==> config.mk <==
export PLATFORM = sky130hd
export DESIGN_NAME = nibble_serial_add_ctrl
export DESIGN_NICKNAME = d
export VERILOG_FILES = /design/src/rtl/nibble_serial_add_ctrl_pkg.sv /design/src/rtl/nibble_serial_add_ctrl_add4_slice.sv /design/src/rtl/nibble_serial_add_ctrl.sv
export SDC_FILE = /design/constraint.sdc
export NUM_CORES = 1
export LEC_CHECK = 0
export ABC_CLOCK_PERIOD_IN_PS = 1900
export CAP_MARGIN = 20
export CORE_ASPECT_RATIO = 1.1
export CORE_MARGIN = 4
export CORE_UTILIZATION = 45
export DETAILED_ROUTE_END_ITERATION = 10
export PLACE_DENSITY = 0.87
export SKIP_CTS_REPAIR_TIMING = 1
export SYNTH_ARGS = -nofsm -noshare
export SYNTH_HDL_FRONTEND = slang
export SYNTH_HIERARCHICAL = 1
export SYNTH_SLANG_ARGS = --single-unit
export TNS_END_PERCENT = 50
==> constraint.sdc <==
create_clock -name clk -period 1.9 [get_ports clk]
set_input_delay 0.19 -clock clk [delete_from_list [all_inputs] [get_ports clk]]
set_output_delay 0.19 -clock clk [all_outputs]
set_load 0.05 [all_outputs]
==> src/rtl/nibble_serial_add_ctrl_pkg.sv <==
// rtl/nibble_serial_add_ctrl_pkg.sv - shared FSM encodings and nibble constants
package nibble_serial_add_ctrl_pkg;

  localparam int NIB_BITS = 4;

  localparam logic [1:0] S_IDLE = 2'd0;
  localparam logic [1:0] S_RUN  = 2'd1;
  localparam logic [1:0] S_DONE = 2'd2;

  typedef logic [NIB_BITS-1:0] nibble_t;

endpackage

==> src/rtl/nibble_serial_add_ctrl_add4_slice.sv <==
// rtl/nibble_serial_add_ctrl_add4_slice.sv - combinational 4-bit ripple-carry adder slice
module add4_slice
  import nibble_serial_add_ctrl_pkg::*;
(
  input  nibble_t a,
  input  nibble_t b,
  input  logic    ci,
  output nibble_t s,
  output logic    co
);

  logic c;

  always_comb begin
    c = ci;
    s = '0;
    for (int i = 0; i < NIB_BITS; i++) begin
      s[i] = a[i] ^ b[i] ^ c;
      c    = (a[i] & b[i]) | (c & (a[i] ^ b[i]));
    end
    co = c;
  end

endmodule

==> src/rtl/nibble_serial_add_ctrl.sv <==
// rtl/nibble_serial_add_ctrl.sv - nibble-serial WIDTH-bit adder sequencer with valid/ready handshakes
// Optional SUBTRACT_EN adds a `sub` input selecting a - b.
module nibble_serial_add_ctrl
  import nibble_serial_add_ctrl_pkg::*;
#(
  parameter int WIDTH = 16
) (
  input  logic             clk,
  input  logic             rst_n,
  input  logic             in_valid,
  output logic             in_ready,
  input  logic [WIDTH-1:0] a,
  input  logic [WIDTH-1:0] b,
  input  logic             cin,
`ifdef SUBTRACT_EN
  input  logic             sub,
`endif
  output logic             out_valid,
  input  logic             out_ready,
  output logic [WIDTH-1:0] sum,
  output logic             cout
);

  localparam int NIB = WIDTH / NIB_BITS;
  localparam int CW  = $clog2(NIB);

  if ((WIDTH % NIB_BITS) != 0 || WIDTH < 8) begin : g_bad_width
    $error("nibble_serial_add_ctrl: WIDTH must be a multiple of 4 and >= 8");
  end

  logic [1:0]       state;
  logic [WIDTH-1:0] a_sr;
  logic [WIDTH-1:0] b_sr;
  logic             carry;
  logic [CW-1:0]    cnt;
  nibble_t          slice_s;
  logic             slice_co;
  logic [WIDTH-1:0] b_load;
  logic             carry_load;

`ifdef SUBTRACT_EN
  // Two's-complement subtract: a + ~b + 1, so cout=1 means no borrow.
  assign b_load     = sub ? ~b : b;
  assign carry_load = sub ? 1'b1 : cin;
`else
  assign b_load     = b;
  assign carry_load = cin;
`endif

  add4_slice u_slice (
    .a  (a_sr[NIB_BITS-1:0]),
    .b  (b_sr[NIB_BITS-1:0]),
    .ci (carry),
    .s  (slice_s),
    .co (slice_co)
  );

  assign in_ready  = (state == S_IDLE);
  assign out_valid = (state == S_DONE);

  always_ff @(posedge clk or negedge rst_n) begin
    if (!rst_n) begin
      state <= S_IDLE;
      a_sr  <= '0;
      b_sr  <= '0;
      carry <= 1'b0;
      cnt   <= '0;
      sum   <= '0;
      cout  <= 1'b0;
    end else begin
      case (state)
        S_IDLE: begin
          if (in_valid) begin
            a_sr  <= a;
            b_sr  <= b_load;
            carry <= carry_load;
            cnt   <= '0;
            state <= S_RUN;
          end
        end
        S_RUN: begin
          // Result nibbles enter at the top so the LSB nibble lands at bit 0 after NIB steps.
          sum   <= {slice_s, sum[WIDTH-1:NIB_BITS]};
          a_sr  <= a_sr >> NIB_BITS;
          b_sr  <= b_sr >> NIB_BITS;
          carry <= slice_co;
          cnt   <= cnt + 1'b1;
          if (cnt == CW'(NIB - 1)) begin
            cout  <= slice_co;
            state <= S_DONE;
          end
        end
        S_DONE: begin
          if (out_ready) state <= S_IDLE;
        end
        default: state <= S_IDLE;
      endcase
    end
  end

endmodule

After elaboration in Yosys (flattened, before gate mapping)
Index checks and enable logic that the tools add are counted.

Add/subtract/negate cells: 1. Reductions and logical operators: 5. Muxes and demuxes: 12. Bitwise logic cells: 20. Eq/ne operators: 6.

Operators by type and width (count): 16-bit case mux with 2 select lines (2); 16-bit two-way mux (2); 1-bit AND (8); 2-bit two-way mux (4); 1-bit XOR (8); 2-bit case mux with 3 select lines (1); 2-bit == test (second input constant) (2); 2-bit inequality test (second input constant) (2); 1-bit bitwise OR (4); 2-bit case mux with 2 select lines (1); 2-bit AND reduction (2); 3-bit AND reduction (1); 2-bit by 1-bit adder with 2-bit output (second input constant) (1); 2-bit by 1-bit == test with 1-bit output (second input constant) (1); 2-bit logical NOT (1); 2-bit by 1-bit inequality test with 1-bit output (second input constant) (1); 1-bit case mux with 2 select lines (1); 2-bit nonzero test (1); 1-bit two-way mux (1).

Output and inout bits: 19. Logic and storage cells: 51. Bits in registers: 54. Bits of input ports: 37.

Longest topological paths before layout
Depth after elaboration: 10. Gate-level depth with buffers: 10. Depth with buffers taken out: 10.

Hierarchy
Netlist, hierarchy kept.

Modules (own cells, without submodules): nibble_serial_add_ctrl (cells an instance 225, area an instance 2314.7 sq um, instances 1); add4_slice (cells an instance 14, area an instance 117.6 sq um, instances 1).

Least setup slack after synthesis
No wires, ideal clock.

Path kind: register to register. Start point: register a_sr[0]. End point: register sum[15]. Cell stages (with the launch flop): 11. Clock period less this slack: 2.052 ns. Setup slack: -0.152 ns. Arrival: 1.986 ns. Data required time: 1.834 ns. Library setup time: 0.066 ns. Cells stage by stage: dfrtp_1 -> fa_1 -> inv_1 -> fa_1 -> inv_1 -> fa_1 -> inv_1 -> fa_1 -> inv_1 -> nand2_1 -> nand2_1.

Cells in the longest elaborated chain, start to end: 8. Elaborated cells between the ends (all ways): 9. Those cells by class: bitwise (9).

Ends and longest elaborated chain: start: declaration (RTL line nibble_serial_add_ctrl.sv:32) `logic [WIDTH-1:0] a_sr;`; start signal: assignment (RTL line nibble_serial_add_ctrl.sv:84) `a_sr <= a_sr >> NIB_BITS;`; 1-bit XOR (RTL line nibble_serial_add_ctrl_add4_slice.sv:19) `c = (a[i] & b[i]) | (c & (a[i] ^ b[i]));`; 1-bit AND (RTL line nibble_serial_add_ctrl_add4_slice.sv:19); 1-bit bitwise OR * (RTL line nibble_serial_add_ctrl_add4_slice.sv:19); 1-bit AND * (RTL line nibble_serial_add_ctrl_add4_slice.sv:19); 1-bit bitwise OR * (RTL line nibble_serial_add_ctrl_add4_slice.sv:19); 1-bit AND * (RTL line nibble_serial_add_ctrl_add4_slice.sv:19); 1-bit bitwise OR * (RTL line nibble_serial_add_ctrl_add4_slice.sv:19); 1-bit XOR * (RTL line nibble_serial_add_ctrl_add4_slice.sv:18) `s[i] = a[i] ^ b[i] ^ c;`; net slice_s[3] (RTL line nibble_serial_add_ctrl.sv:36) `nibble_t slice_s;`; end signal: assignment (RTL line nibble_serial_add_ctrl.sv:83) `sum <= {slice_s, sum[WIDTH-1:NIB_BITS]};`; end: declaration (RTL line nibble_serial_add_ctrl.sv:20) `output logic [WIDTH-1:0] sum,`.

The timed path passes the listed nets; every way through them passes the cells marked *. A chain may end at the register's enable or synchronous reset.

Worst setup path in the final report
Same ends and word-level chain as after synthesis.

==> metrics.md <==
| Metric | Value |
|---|---|
| Synthesized area | `~0.0024 mm^2` |
| Arrival time of the worst setup path | `roughly 2400 ps` |
| Die Width | `between 70 and 80 um` |
| Vias in the first global route | `between 1,500 and 2,000` |
| Area Overhead vs Synth | `29.0%` |
| Worst path cell trace | `fa_2 -> inv_2 -> fa_2 -> inv_2 -> fa_2 -> inv_2 -> fa_1 -> inv_1 -> nand2_1 -> nand2_1` |
| Warnings from Yosys | `6` |
| RSZ-0062 raised after global routing | `yes` |
| Crit path kind | `register to register` |
| N_diodes | `0` |
| CTS Root Cell | `clkbuf_8` |
| Clock skew | `6.85 ps` |
| Max Freq | `between 400 and 500 MHz` |
| Worst Setup Start Kind | `register` |
| Final worst-path cycle share | `1.13` |
| I/O pin total | `56` |
| Core outline area | `approximately 0.0051 mm^2` |
| GRT Total Usage | `0.171` |
| Clk_lat worst skew | `just over 300 ps` |
| Crit Path Max Fanout | `2` |
| H-tree depth | `2` |
| Hold WS | `-4.76 ps` |
| Comb pwr share | `0.535` |
| Synthesized area per cell | `10.2 um^2` |
| FP Rows | `27` |
| Seq cells post-synth | `between 50 and 60` |
| Total CTS buffers | `5` |
| CP max stage cell | `dfrtp_1` |
| Syn nets | `281` |
| RePlAce Congestion | `0.777` |
| # port buffers | `55` |
| Slew Viols, Final | `0` |
| Total Wirelength | `5.47 mm` |
| Final Cell Area | `0.00314 mm^2` |
| Wire per inst | `approximately 15 um` |
| Relative slew margins | `0.552` |
| Status | `finished, violations left` |
| Leak | `1.39 nW` |
| Post-Place Setup Slack | `-212 ps` |
| Clk pwr share | `0.110` |
| DRT iter0 DRCs | `between 90 and 100` |
| DRC violations left | `0` |
| Final antenna-violating net count | `0` |
| Seq pwr share | `0.355` |
| Clk sinks | `54` |
| First-pass GRT wire length | `9.08 mm` |
| Largest net degree at the start of global routing | `55` |
| Switching share of power | `0.449` |
| Slew @ Worst Pin | `roughly 670 ps` |
| Worst path required time | `2150 ps` |
| Vias | `slightly below 2,000` |
| Synth unique cells | `29` |
| Clock Path Buffers | `2` |
| Setup-failing EPs final | `3` |
| Die Height | `85.1 um` |
| P_int | `3.27 mW` |
| Die Area | `0.00665 mm^2` |
| Initial antenna violation count | `0` |
| DP HPWL | `3.95 mm` |
| Failing checks | `hold timing, setup timing` |
| Max stage delay on crit path | `420 ps` |
| Pwr/cell area | `1890 mW/mm^2` |
| Post-place instance area | `around 0.003 mm^2` |
| Router iterations before antenna repair | `4` |
| Post-synthesis sequential area ratio | `0.556` |
| GRT overflow | `0` |
| Crit. End Element | `register` |
| Reg clk slew, reported paths | `around 90 ps` |
| Post-route minimum period | `2140 ps` |
| Final hold violation count | `11` |
| Most frequent cells in the layout | `nand2_1, dfrtp_1, clkdlybuf4s50_1` |
| P_sw | `2.66 mW` |
| Hold Crit Class | `input pin to async pin` |
| Setup WS post-layout | `-242 ps` |
| Final Util | `0.611` |
| Max-cap violation count | `0` |
| CTS tree | `built` |
| Via-to-Cell Ratio | `5.35` |
| Initial Utilization | `0.474` |
| Post-Syn Instances | `239` |
| Fillers | `445` |
| VDD IR max | `1240 uV` |
| Layout cell share with drive strength beyond 1 | `0.115` |
| Final #Nets | `337` |
==> layout make-up <==
class                   count  area, um^2  area share
inverters                  12        45.0      0.0144
flip-flops and latches     54        1350       0.431
multi-input cells         156         925       0.295
well taps                  72        90.1      0.0287
repair buffers             66         636       0.203
clock buffers               7        86.3      0.0275
clock inverters             1        5.00     0.00159
==> cell usage after synthesis <==
| cell type | n | area, um^2 |
|---|---|---|
| clkinv_1 | 1 | 3.75 |
| a22o_1 | 4 | 35.0 |
| buf_4 | 2 | 15.0 |
| a32o_1 | 1 | 10.0 |
| and2b_1 | 1 | 7.51 |
| and2_1 | 1 | 6.26 |
| mux2_2 | 1 | 11.3 |
| nor2_4 | 1 | 11.3 |
| o22ai_1 | 42 | 263 |
| buf_6 | 5 | 56.3 |
| fa_1 | 4 | 80.1 |
| dfrtp_1 | 54 | 1350 |
| nand2b_4 | 1 | 13.8 |
| a2bb2oi_1 | 8 | 70.1 |
| o21ai_1 | 4 | 20.0 |
| o21ai_0 | 4 | 20.0 |
| inv_2 | 1 | 3.75 |
| nand2b_1 | 3 | 18.8 |
| inv_1 | 10 | 37.5 |
| o31ai_1 | 1 | 7.51 |
| clkbuf_1 | 2 | 7.51 |
| nor2_1 | 3 | 11.3 |
| and2b_2 | 1 | 8.76 |
| ha_1 | 1 | 12.5 |
| nor2_2 | 1 | 6.26 |
| buf_2 | 8 | 40.0 |
| nand2_1 | 54 | 203 |
| a21oi_1 | 19 | 95.1 |
| or2_2 | 1 | 6.26 |
==> logic make-up after synthesis <==
group / after synthesis / share of synthesized area
AND/OR/NAND/NOR: 67 / 0.120
adder cells (fa/ha/maj): 5 / 0.0381
flip-flops: 54 / 0.556
AO/OA/AOI/OAI: 83 / 0.214
buffers and inverters: 29 / 0.0674
multiplexers: 1 / 0.00463
==> critical path, delay by kind of cell, from the launching register on <==
| family | cells | cell delay [ps] |
|---|---|---|
| AND/OR/NAND/NOR | 2 | 90 |
| flip-flops | 1 | 420 |
| buffers and inverters | 4 | 240 |
| adder cells (fa/ha/maj) | 4 | 1330 |
==> per-stage QoR <==
step	TNS [ps]	total power, mW	instances
after CTS	-570	5.95	368
after global routing	-835	6.38	368
final	-528	5.93	368
after global placement	-278	5.13	360
after floorplan	-184	4.36	239
after detailed placement	-510	5.30	360
==> path summary, 6_finish.rpt <==
check	slack [ps]	from	end	cells after the start
max	-240	a_sr[0]$_DFFE_PN0P_	sum[15]$_DFFE_PN0N_	10
min	-5	rst_n	a_sr[13]$_DFFE_PN0P_	2
max reg2reg	-240	a_sr[0]$_DFFE_PN0P_	sum[15]$_DFFE_PN0N_	10
min reg2reg	480	sum[0]$_DFFE_PN0N_	sum[0]$_DFFE_PN0N_	2
max in group asynchronous	1470	rst_n	b_sr[1]$_DFFE_PN0P_	2
min in group clk	400	a[14]	a_sr[14]$_DFFE_PN0P_	3
==> power groups by stage <==
stage	combinational [mW]	sequential [mW]	clock (mW)
after global placement	3.04	2.09	0
final	3.17	2.10	0.651
after detailed placement	3.18	2.12	0
after CTS	3.19	2.10	0.666
after floorplan	1.77	2.59	0
after global routing	3.48	2.18	0.718
==> state kept, by name, indices dropped and copies added, names as in the netlist <==
register and cells:
cnt 2, sum 16, b_sr 16, state 2, a_sr 16, cout 1, carry 1
==> layer usage <==
metal  global-route usage  wire length [um]
met2                0.280              2630
met1                0.222              2340
met5                    0                 0
met3               0.0446               381
met4               0.0541               114
Power figures use the tool's default switching activity.
